[src/rtl/div_arbiter.sv]
// div_arbiter: round-robin arbiter sharing one external divider among four
// requesters. Grants in IDLE, pulses div_start in ISSUE, waits for div_done
// (with timeout) in WAIT, and returns a one-cycle ack with results in RESP.
// Every output is a register; next values are built in a single comb block.
module div_arbiter #(
    parameter int WIDTH = 8,
    parameter int TMO   = 63
) (
    input  logic                 clk,
    input  logic                 rst,
    input  logic [3:0]           req,
    input  logic [4*WIDTH-1:0]   opa,
    input  logic [4*WIDTH-1:0]   opb,
    output logic [3:0]           ack,
    output logic [WIDTH-1:0]     res_q,
    output logic [WIDTH-1:0]     res_r,
    output logic                 res_err,
    output logic                 res_tmo,
    output logic                 busy,
    output logic                 div_start,
    output logic [WIDTH-1:0]     div_a,
    output logic [WIDTH-1:0]     div_b,
    input  logic                 div_done,
    input  logic [WIDTH-1:0]     div_q,
    input  logic [WIDTH-1:0]     div_r,
    input  logic                 div_err
);

    typedef enum logic [1:0] {IDLE, ISSUE, WAIT, RESP} state_t;

    state_t           state, stateNxt;
    logic [1:0]       last, lastNxt, grant, grantNxt;
    logic [7:0]       cnt, cntNxt;
    logic [1:0]       rrPick, rrIdx;
    logic             rrHit;
    logic [3:0]       ackNxt;
    logic [WIDTH-1:0] qNxt, rNxt, aNxt, bNxt;
    logic             errNxt, tmoNxt, startNxt, busyNxt;

    // Round-robin pick: first requester found searching upward from last+1.
    // Loop runs from the farthest offset down so the nearest hit wins.
    always_comb begin
        rrPick = last;
        rrHit  = 1'b0;
        rrIdx  = last;
        for (int k = 4; k >= 1; k--) begin
            rrIdx = last + 2'(k);
            if (req[rrIdx]) begin
                rrPick = rrIdx;
                rrHit  = 1'b1;
            end
        end
    end

    // Next-state and next-output logic; outputs default to idle/zero.
    always_comb begin
        stateNxt = state;
        lastNxt  = last;
        grantNxt = grant;
        cntNxt   = cnt;
        ackNxt   = '0;
        qNxt     = '0;
        rNxt     = '0;
        errNxt   = 1'b0;
        tmoNxt   = 1'b0;
        startNxt = 1'b0;
        aNxt     = div_a;
        bNxt     = div_b;
        case (state)
            IDLE: begin
                if (rrHit) begin
                    grantNxt = rrPick;
                    aNxt     = opa[int'(rrPick)*WIDTH +: WIDTH];
                    bNxt     = opb[int'(rrPick)*WIDTH +: WIDTH];
                    if (bNxt != '0) begin
                        stateNxt = ISSUE;
                        startNxt = 1'b1;
                    end else begin
                        // Divide-by-zero never reaches the divider.
                        stateNxt = RESP;
                        ackNxt   = 4'b0001 << rrPick;
                        errNxt   = 1'b1;
                    end
                end
            end
            ISSUE: begin
                cntNxt   = '0;
                stateNxt = WAIT;
            end
            WAIT: begin
                if (div_done) begin
                    stateNxt = RESP;
                    ackNxt   = 4'b0001 << grant;
                    qNxt     = div_q;
                    rNxt     = div_r;
                    errNxt   = div_err;
                end else if (cnt == 8'(TMO - 1)) begin
                    // TMO-th WAIT cycle without completion: give up.
                    stateNxt = RESP;
                    ackNxt   = 4'b0001 << grant;
                    errNxt   = 1'b1;
                    tmoNxt   = 1'b1;
                end else begin
                    cntNxt = cnt + 8'd1;
                end
            end
            RESP: begin
                lastNxt  = grant;
                stateNxt = IDLE;
            end
            default: stateNxt = IDLE;
        endcase
        busyNxt = (stateNxt != IDLE);
    end

    // State and registered outputs, synchronous active-low reset.
    always_ff @(posedge clk) begin
        if (!rst) begin
            state     <= IDLE;
            last      <= 2'd3;
            grant     <= 2'd0;
            cnt       <= '0;
            ack       <= '0;
            res_q     <= '0;
            res_r     <= '0;
            res_err   <= 1'b0;
            res_tmo   <= 1'b0;
            busy      <= 1'b0;
            div_start <= 1'b0;
            div_a     <= '0;
            div_b     <= '0;
        end else begin
            state     <= stateNxt;
            last      <= lastNxt;
            grant     <= grantNxt;
            cnt       <= cntNxt;
            ack       <= ackNxt;
            res_q     <= qNxt;
            res_r     <= rNxt;
            res_err   <= errNxt;
            res_tmo   <= tmoNxt;
            busy      <= busyNxt;
            div_start <= startNxt;
            div_a     <= aNxt;
            div_b     <= bNxt;
        end
    end

endmodule

[config.mk]
export PLATFORM = sky130hd
export DESIGN_NAME = div_arbiter
export DESIGN_NICKNAME = d
export VERILOG_FILES = /design/src/rtl/div_arbiter.sv
export SDC_FILE = /design/constraint.sdc
export NUM_CORES = 1
export LEC_CHECK = 0
export ABC_AREA = 1
export CORE_MARGIN = 10
export CORE_UTILIZATION = 41
export CTS_CLUSTER_DIAMETER = 200
export DETAILED_ROUTE_END_ITERATION = 10
export PLACE_DENSITY_LB_ADDON = 0.15
export SLEW_MARGIN = 20
export SYNTH_ARGS = -nofsm -noshare
export SYNTH_HDL_FRONTEND = slang
export SYNTH_SLANG_ARGS = --single-unit
[constraint.sdc]
create_clock -name clk -period 2.65 [get_ports clk]
set_input_delay 0.53 -clock clk [delete_from_list [all_inputs] [get_ports clk]]
set_output_delay 0.53 -clock clk [all_outputs]
set_load 0.1 [all_outputs]
======== Yosys cells after proc, flatten, opt, wreduce, memory -nomap -nowiden ========
Index checks and enable logic that the tools add are counted.
Widths: inputs -> output; s select.
operators by class
  reduce and logical (&&, ||, !) cells .... 9
  bitwise operators ....................... 2
  multiplexer cells ....................... 34
  magnitude comparators ................... 4
  div/mod/pow operators ................... 0
  $add $sub $neg .......................... 4
  shifts and indexed selects .............. 4
  $mul .................................... 0
  eq/ne operators ......................... 6
operators by type and width
  kind                 count
  $shiftx 32x6->8      2
  $mux 4               4
  $mux 8               2
  $pmux 8 s2           1
  $mux 2               7
  $mux 1               13
  $lt 2x3->1 const B   4
  $reduce_and 3->1     3
  $add 8x1->8 const B  1
  $bmux 1 s2           4
  $eq 8x6->1 const B   1
  $pmux 2 s4           1
  $pmux 4 s2           1
  $reduce_bool 8->1    1
  $shl 1x2->4 const A  2
  $add 2x2->2 const B  2
  $eq 2x2->1 const B   2
  $ne 2x2->1 const B   2
  $reduce_bool 2->1    2
  $reduce_or 3->1      1
  $add 2x1->2 const B  1
  $eq 2x1->1 const B   1
  $logic_not 2->1      1
  $not 1->1            2
  other kinds (2)      2
storage, ports and cells
  bits in latches ......................... 0
  word-level logic and storage cells ...... 76
  input bits .............................. 88
  ROM bits ................................ 0
  output and inout port bits .............. 40
  memories ................................ 0
  bits in registers ....................... 54
  memory bits (writable) .................. 0

======== Longest topological paths before layout ========
Gate-level depths: netlist of the first run.
  depth after elaboration ................. 12
  depth in mapped cells ................... 22
  depth with buffers taken out ............ 20

======== Worst setup path before layout of the first run ========
OpenSTA, ideal clock, no wires.
  path kind ............................... input-to-reg
  start point ............................. in req[3]
  end point ............................... reg busy
  setup time .............................. 0.114 ns
  cell stages on the path ................. 20
  path slack .............................. 0.567 ns
  required time ........................... 2.536 ns
  path buffers ............................ 1
  arrival time ............................ 1.969 ns
  cells stage by stage .................... inv_1 nand2_1 nand3_1 nand2_1 inv_1 nand2_4 nand2_4 nand2_4 nand2_2 nor2_1 buf_2 nand2_1 nand2_1 nor2_2 nand2_2 nor2_4 nand3_2 nand2_1 nand2_1 nand2_1
between the ends
  word-level cells in the longest chain between the ends .. 11
  elaborated cells between the ends (all ways) .. 21
  classes of those cells .................. shift: 1; mux: 18; reduce/logical: 2
RTL lines
  element                       RTL line  text
  start: declaration            11        input logic [3:0] req,
  $bmux 1 s2                    48        if (req[rrIdx]) begin
  $mux 1 (implied by the code)  48
  $mux 2 (3 in series)          48
  $shiftx 32x6->8               74        bNxt = opb[int'(rrPick)*WIDTH +: WIDTH];
  $reduce_bool 8->1             75        if (bNxt != '0) begin
  $mux 2                        75
  $mux 2 *                      71        if (rrHit) begin
  $pmux 2 s4 *                  69        case (state)
  $reduce_bool 2->1 *           113       busyNxt = (stateNxt != IDLE);
  end signal: assignment        142       busy <= busyNxt;
  end: declaration              19        output logic busy,
Every way passes the cells marked *; elsewhere a longest branch is shown, timed or not. The select of a mux whose other input is x is not followed.
A chain may end at the register's enable or synchronous reset.

======== Final worst setup path of the first run ========
  start point ............................. in req[1]
  end point ............................... reg busy
The elaborated chain is that of the path after synthesis.

==> results of run 1 <==
==> layout make-up <==
type | instances | area share [%]
sequential | 54 | 25.40
timing repair buffer | 154 | 33.41
tap | 77 | 2.261
clock inverter | 2 | 0.3230
multi-input combinational | 246 | 31.91
inverter | 55 | 5.079
clock buffer | 5 | 1.615
==> registers in the layout, summed over array words and instances (netlist names) <==
| register | cells |
|---|---|
| div_b | 8 |
| grant | 2 |
| res_tmo | 1 |
| busy | 1 |
| ack | 4 |
| div_start | 1 |
| last | 2 |
| state | 2 |
| res_q | 8 |
| div_a | 8 |
| res_err | 1 |
| res_r | 8 |
| cnt | 8 |
==> cell usage in the layout, fill, tap and decap left out <==
cell type	instances
nand3_4	1
nor4_1	1
a31oi_1	6
dfxtp_1	53
clkinv_1	1
ha_1	6
nor2_4	2
nand4_1	12
nand3_1	22
nand2_4	4
a41oi_1	2
a211oi_1	3
o21ai_0	22
dfxtp_2	1
inv_6	2
buf_4	63
nor2_1	25
inv_4	2
nand2_2	10
clkdlybuf4s50_1	87
inv_2	1
a22oi_1	14
buf_12	4
clkbuf_8	5
clkinv_2	1
nand3_2	6
inv_1	50
a21oi_1	16
nor2_2	8
nand2_1	72
nor3b_1	1
o211ai_1	10
nor3_1	2
or2_2	1
==> per-stage QoR <==
| stage | total power, uW | setup slack (ns) | hold slack, ns |
|---|---|---|---|
| floorplan | 3247 | 0.5671 | 0.4227 |
| global placement | 4151 | -0.07178 | 0.4366 |
| detailed placement | 4187 | -0.1376 | 0.4493 |
| CTS | 4647 | 0.1719 | 0.4638 |
| global route | 5030 | -0.03155 | 0.4887 |
| finish | 4686 | 0.2124 | 0.4655 |
==> repair_timing <==
action                                  4_1_cts  5_1_grt
resized for setup                             0        8
endpoints found under the setup margin        0        5
buffers inserted                              0        2
hold buffers                                  0        0
==> synth_stat cells (2+ instances only) <==
master     n  share of area [%]
nand2_1   73                 10
dfxtp_1   54                 40
inv_1     50                6.9
nor2_1    28                3.9
nand3_1   24                4.4
o21ai_0   22                4.0
a21oi_1   16                2.9
a22oi_1   14                3.9
nand4_1   12                2.8
nand2_2   10                2.3
o211ai_1  10                2.8
clkbuf_1   7               0.96
a31oi_1    6                1.4
ha_1       6                2.8
buf_6      5                2.1
nor2_2     5                1.1
nand3_2    4                1.5
a211oi_1   3               0.83
buf_2      3               0.55
nand2_4    3                1.2
a41oi_1    2               0.64
inv_2      2               0.28
nor2_4     2               0.83
nor3_1     2               0.37
==> kinds of logic (layout without fill, tap and decap cells) <==
logic type | count (synthesis) | after routing | synth area share, %
buffers and inverters | 70 | 216 | 11.42
flip-flops | 54 | 54 | 39.63
AO/OA/AOI/OAI | 73 | 73 | 16.42
AND/OR/NAND/NOR | 167 | 167 | 29.77
adder cells (fa/ha/maj) | 6 | 6 | 2.752
==> routing by layer <==
| layer | global-route usage, % | vias up | wire length (um) |
|---|---|---|---|
| met2 | 28.43 | 81 | 4316 |
| met4 | 5.281 | 0 | 108 |
| met1 | 17.90 | 1274 | 3553 |
| met5 | 0 | - | 0 |
| li1 | - | 1513 | - |
| met3 | 6.399 | 6 | 641 |
==> path summary, 6_finish.rpt <==
check / end / startpoint / depth (start not counted)
setup / recovery: busy$_SDFF_PN0_ / req[1] / 22
hold / removal: cnt[7]$_SDFFE_PN0P_ / cnt[7]$_SDFFE_PN0P_ / 1
setup reg to reg: busy$_SDFF_PN0_ / last[0]$_SDFFE_PN1N_ / 19
hold reg to reg: cnt[7]$_SDFFE_PN0P_ / cnt[7]$_SDFFE_PN0P_ / 1
==> report_power, final <==
group	leakage, uW	switching (uW)	internal (uW)
clock	0.0000444	262	183
sequential	0.000440	101	974
combinational	0.00152	2090	1080
==> flow_metrics.py, run 1 <==
metrics = {
    "worst_setup_path": {
        "cp_top_family": "simple AND/OR/NAND/NOR gates",
        "cpPeakStageDelay_ns": 0.49,
        "crit_arrival_ns": 2.68,
        "cpMaxStageDelayCell": "clkdlybuf4s50_1",
        "cp_max_fo": 11,
        "crit_buf_inv": 5,
        "path_class": "input pin to flip-flop",
        "critical-path-top-cell-by-count": "nand2_1",
        "rrSetupSlack_ns": 0.35,
        "end_kind": "flip-flop",
        "path_cells": "clkdlybuf4s50_1, inv_1, nand2_1, nand3_2, nand2_1, inv_1, nand2_4, nand2_4, nand2_4, nand2_4, buf_12, nand2_1, inv_2, nand2_1, nand2_1, nor2_2, nand2_2, nor2_4, nand3_2, nand2_1, nand2_1, nand2_1",
        "crit_path_start_kind": "input pin",
        "crit_required_ns": 2.90,
    },
    "layout": {
        "final_cell_area_um2": 4262,
        "area_growth_pct": 56.24,
        "nets": 610,
        "fillCellCount": 542,
        "drive_above_1_share_pct": 21.51,
        "post-route-util_pct": 66.36,
        "multi_input_area_um2": 1360,
        "instances_no_fill": 593,
        "n_antenna_cell": 0,
        "ff_latch_area_um2": 1082,
    },
    "sta": {
        "hold_violations": 0,
        "post-route-period-util_pct": 91.98,
        "period_needed_ns": 2.438,
        "drv_slew": 0,
        "worst_slew_margin_rel_pct": 57.35,
        "fmax_ghz": 0.4102,
        "setup-violations-final": 0,
        "tightest_slew_ns": 0.6379,
        "clock_skew_ns": 0.01171,
        "fin_setup_tns_ns": 0,
    },
    "route": {
        "avgRoutedWirePerCell_um": 14.54,
        "wirelength_um": 8620,
        "first_pass_iters": 4,
        "drt_iter0_drc": 132,
        "vias": 2874,
        "route.detailed.drc": 0,
        "viasPerCell": 4.847,
        "drt.antenna.violating_nets": 0,
    },
    "clock_tree": {
        "path_clk_slew_ns": 0.10,
        "cts-root-buf": "clkbuf_8",
        "cts.path.max_buffers": 2,
        "numCtsBuffers": 5,
        "h-tree-depth": 2,
        "cts_tree": "done",
        "clock_latency_ns": 0.30,
        "clock_sinks": 54,
    },
    "floorplan": {
        "core_um2": 6422,
        "row_count": 29,
        "die_h_um": 101.6,
        "io_pins": 128,
        "dieArea_um2": 10320,
        "start_util_pct": 42.47,
        "die_x_um": 101.6,
    },
    "pwr": {
        "powerDensity_nw_per_um2": 1100,
        "p_leak_uw": 0.002004,
        "peakVddDrop_uv": 752.3,
    },
    "synth": {
        "synth_cells": 370,
        "synth-seq-area-share_pct": 39.63,
        "yosys_register_bits": 54,
        "yosysWarningCount": 0,
        "ys.flop_type": "dfxtp_1",
        "syn_avg_cell_area_um2": 7.372,
        "async_flop_share_pct": 0,
        "syn_nets": 464,
        "synth-edff-count": 0,
        "syn-cell-area_um2": 2728,
        "synth_cell_types": 31,
    },
    "run_status": {
        "status": "finished clean",
    },
    "global_routing": {
        "grt_overflow": 0,
        "grt_pass1_wl_um": 13640,
        "grt_pass1_vias": 2924,
        "grt_use_total_pct": 16.37,
        "grt_max_degree": 41,
        "antenna_found_initial": 0,
    },
    "placement": {
        "place.gp.congestion": 0.8801,
        "dp_cells": 584,
        "dpl_cell_area_um2": 4138,
        "io_buffer_count": 127,
        "hpwlAfterDp_um": 7022,
    },
    "job": {
        "maxCapViolations": 0,
    },
    "min_path": {
        "hold_class": "flip-flop to flip-flop",
    },
}
Power figures use the tool's default switching activity.
==> run 2, diff against run 1 <==
Settings changed: CORE_UTILIZATION 41 to 35.
==> run 2 against run 1 <==
Die area rose by 14%. Critical path depth did not move. Critical path type unchanged. Global-route usage fell by 2.0 points. Sequential cell count did not move.
==> flow_metrics.py, run 2 (synthesis results as in run 1) <==
metrics = {
    "run_status": {
        "status": "finished clean",
    },
    "pwr": {
        "swShare_pct": 52.11,
        "powerDensity_nw_per_um2": 1091,
        "peakVddDrop_uv": 742.1,
        "power_switching_uw": 2417,
        "internal_power_uw": 2221,
        "pwr-share-comb_pct": 64.5,
        "clkPwrFrac_pct": 12.2,
        "p_leak_uw": 0.001979,
        "seqPwrFrac_pct": 23.2,
    },
    "floorplan": {
        "core_um2": 7647,
        "io_pins": 128,
        "die_h_um": 108.3,
        "start_util_pct": 35.67,
        "dieArea_um2": 11720,
        "row_count": 32,
        "die_x_um": 108.3,
    },
    "worst_setup_path": {
        "crit_arrival_ns": 2.72,
        "path_class": "input pin to flip-flop",
        "crit_path_start_kind": "input pin",
        "end_kind": "flip-flop",
        "cpMaxStageDelayCell": "clkdlybuf4s50_1",
        "path_cells": "clkdlybuf4s50_1, inv_1, nand2_2, nand3_2, nand2_1, inv_1, nand2_4, nand2_4, nand2_4, nand2_2, buf_6, nand2_1, inv_2, nand2_1, nand2_1, nor2_2, nand2_2, nor2_4, nand3_2, nand2_1, nand2_1, nand2_1",
        "cpPeakStageDelay_ns": 0.50,
        "crit_required_ns": 2.90,
        "critical-path-top-cell-by-count": "nand2_1",
        "cp_max_fo": 11,
    },
    "sta": {
        "tightest_slew_ns": 0.6150,
        "setup_ws_ns": 0.1797,
        "fmax_ghz": 0.4048,
        "whs_ns": 0.4759,
        "worst_slew_margin_rel_pct": 58.89,
        "fin_setup_tns_ns": 0,
        "period_needed_ns": 2.470,
        "hold_violations": 0,
        "setup-violations-final": 0,
        "clock_skew_ns": 0.006678,
        "post-route-period-util_pct": 93.22,
        "drv_slew": 0,
    },
    "route": {
        "avgRoutedWirePerCell_um": 14.14,
        "first_pass_iters": 4,
        "wl_met1_um": 3495,
        "vias": 2882,
        "route.detailed.drc": 0,
        "dr_wl_met3_um": 467,
        "viasPerCell": 4.694,
        "drt.antenna.violating_nets": 0,
        "wirelength_um": 8684,
        "highest_layer": "met4",
        "met2_length_um": 4685,
        "drt_iter0_drc": 175,
    },
    "global_routing": {
        "grt_pass1_vias": 2944,
        "grt_overflow": 0,
        "grt_pass1_wl_um": 13970,
        "grt_max_degree": 35,
        "grt_use_total_pct": 14.35,
        "antenna_found_initial": 0,
    },
    "clock_tree": {
        "cts.path.max_buffers": 2,
        "clock_sinks": 54,
        "cts_tree": "done",
        "path_clk_slew_ns": 0.10,
        "h-tree-depth": 2,
        "clock_latency_ns": 0.30,
        "numCtsBuffers": 5,
        "cts-root-buf": "clkbuf_8",
    },
    "layout": {
        "instances_no_fill": 614,
        "nets": 605,
        "area_growth_pct": 55.83,
        "post-route-util_pct": 55.58,
        "drive_above_1_share_pct": 20.90,
        "final_cell_mix": "clkdlybuf4s50_1, nand2_1, buf_4, dfxtp_1, inv_1",
        "n_antenna_cell": 0,
        "final_common_cell": "clkdlybuf4s50_1",
    },
    "job": {
        "maxCapViolations": 0,
    },
    "placement": {
        "hpwlAfterDp_um": 7075,
        "dp_cells": 605,
        "place.gp.congestion": 0.8120,
        "post-place-ws_ns": -0.1610,
        "io_buffer_count": 127,
    },
    "min_path": {
        "hold_class": "flip-flop to flip-flop",
    },
}
## run 2: final timing paths
check | cells past startpoint | start | endpoint | slack [ns]
worst min register to register | 1 | cnt[7]$_SDFFE_PN0P_ | cnt[7]$_SDFFE_PN0P_ | 0.48
worst min-delay path | 1 | cnt[7]$_SDFFE_PN0P_ | cnt[7]$_SDFFE_PN0P_ | 0.48
worst max register to register | 21 | last[0]$_SDFFE_PN1N_ | busy$_SDFF_PN0_ | 0.36
worst max-delay path | 22 | req[3] | busy$_SDFF_PN0_ | 0.18
## run 2: repair_timing
action | CTS | global route
buffers inserted | 0 | 1
hold buffers | 0 | 0
endpoints found under the setup margin | 0 | 3
resized for setup | 0 | 9
## run 2: final cells by class
type                    instances  area, um2
fillers                       727       3397
multi-input cells             246       1355
repair buffers                149       1353
flip-flops and latches         54       1082
inverters                      55      216.5
well taps                     102      127.6
clock buffers                   5      68.82
clock inverters                 3      47.55
## run 2: critical path, delay by kind of cell
family,cells,cell delay [ns]
simple gates,17,1.38
buf+inv,5,0.81
## run 2: routing by layer
| layer | global-route usage (%) | up-vias |
|---|---|---|
| met2 | 26.03 | 67 |
| met4 | 2.260 | 0 |
| li1 | - | 1501 |
| met5 | 0 | - |
| met1 | 16.52 | 1310 |
| met3 | 4.224 | 4 |
## run 2: through the flow
step / power, uW / area [um2]
after global routing: 4974 / 4250
after floorplan: 3247 / 2728
final: 4638 / 4250
after detailed placement: 4051 / 4101
after global placement: 4025 / 4101
after CTS: 4626 / 4218
## run 2: power by group through the flow
stage          registers, uW  clock network, uW  logic, uW
6_report                1080                567       2990
5_1_grt                 1100                612       3260
2_1_floorplan           1910                  0       1330
4_1_cts                 1080                579       2970
3_3_place_gp            1090                  0       2940
3_5_place_dp            1090                  0       2960
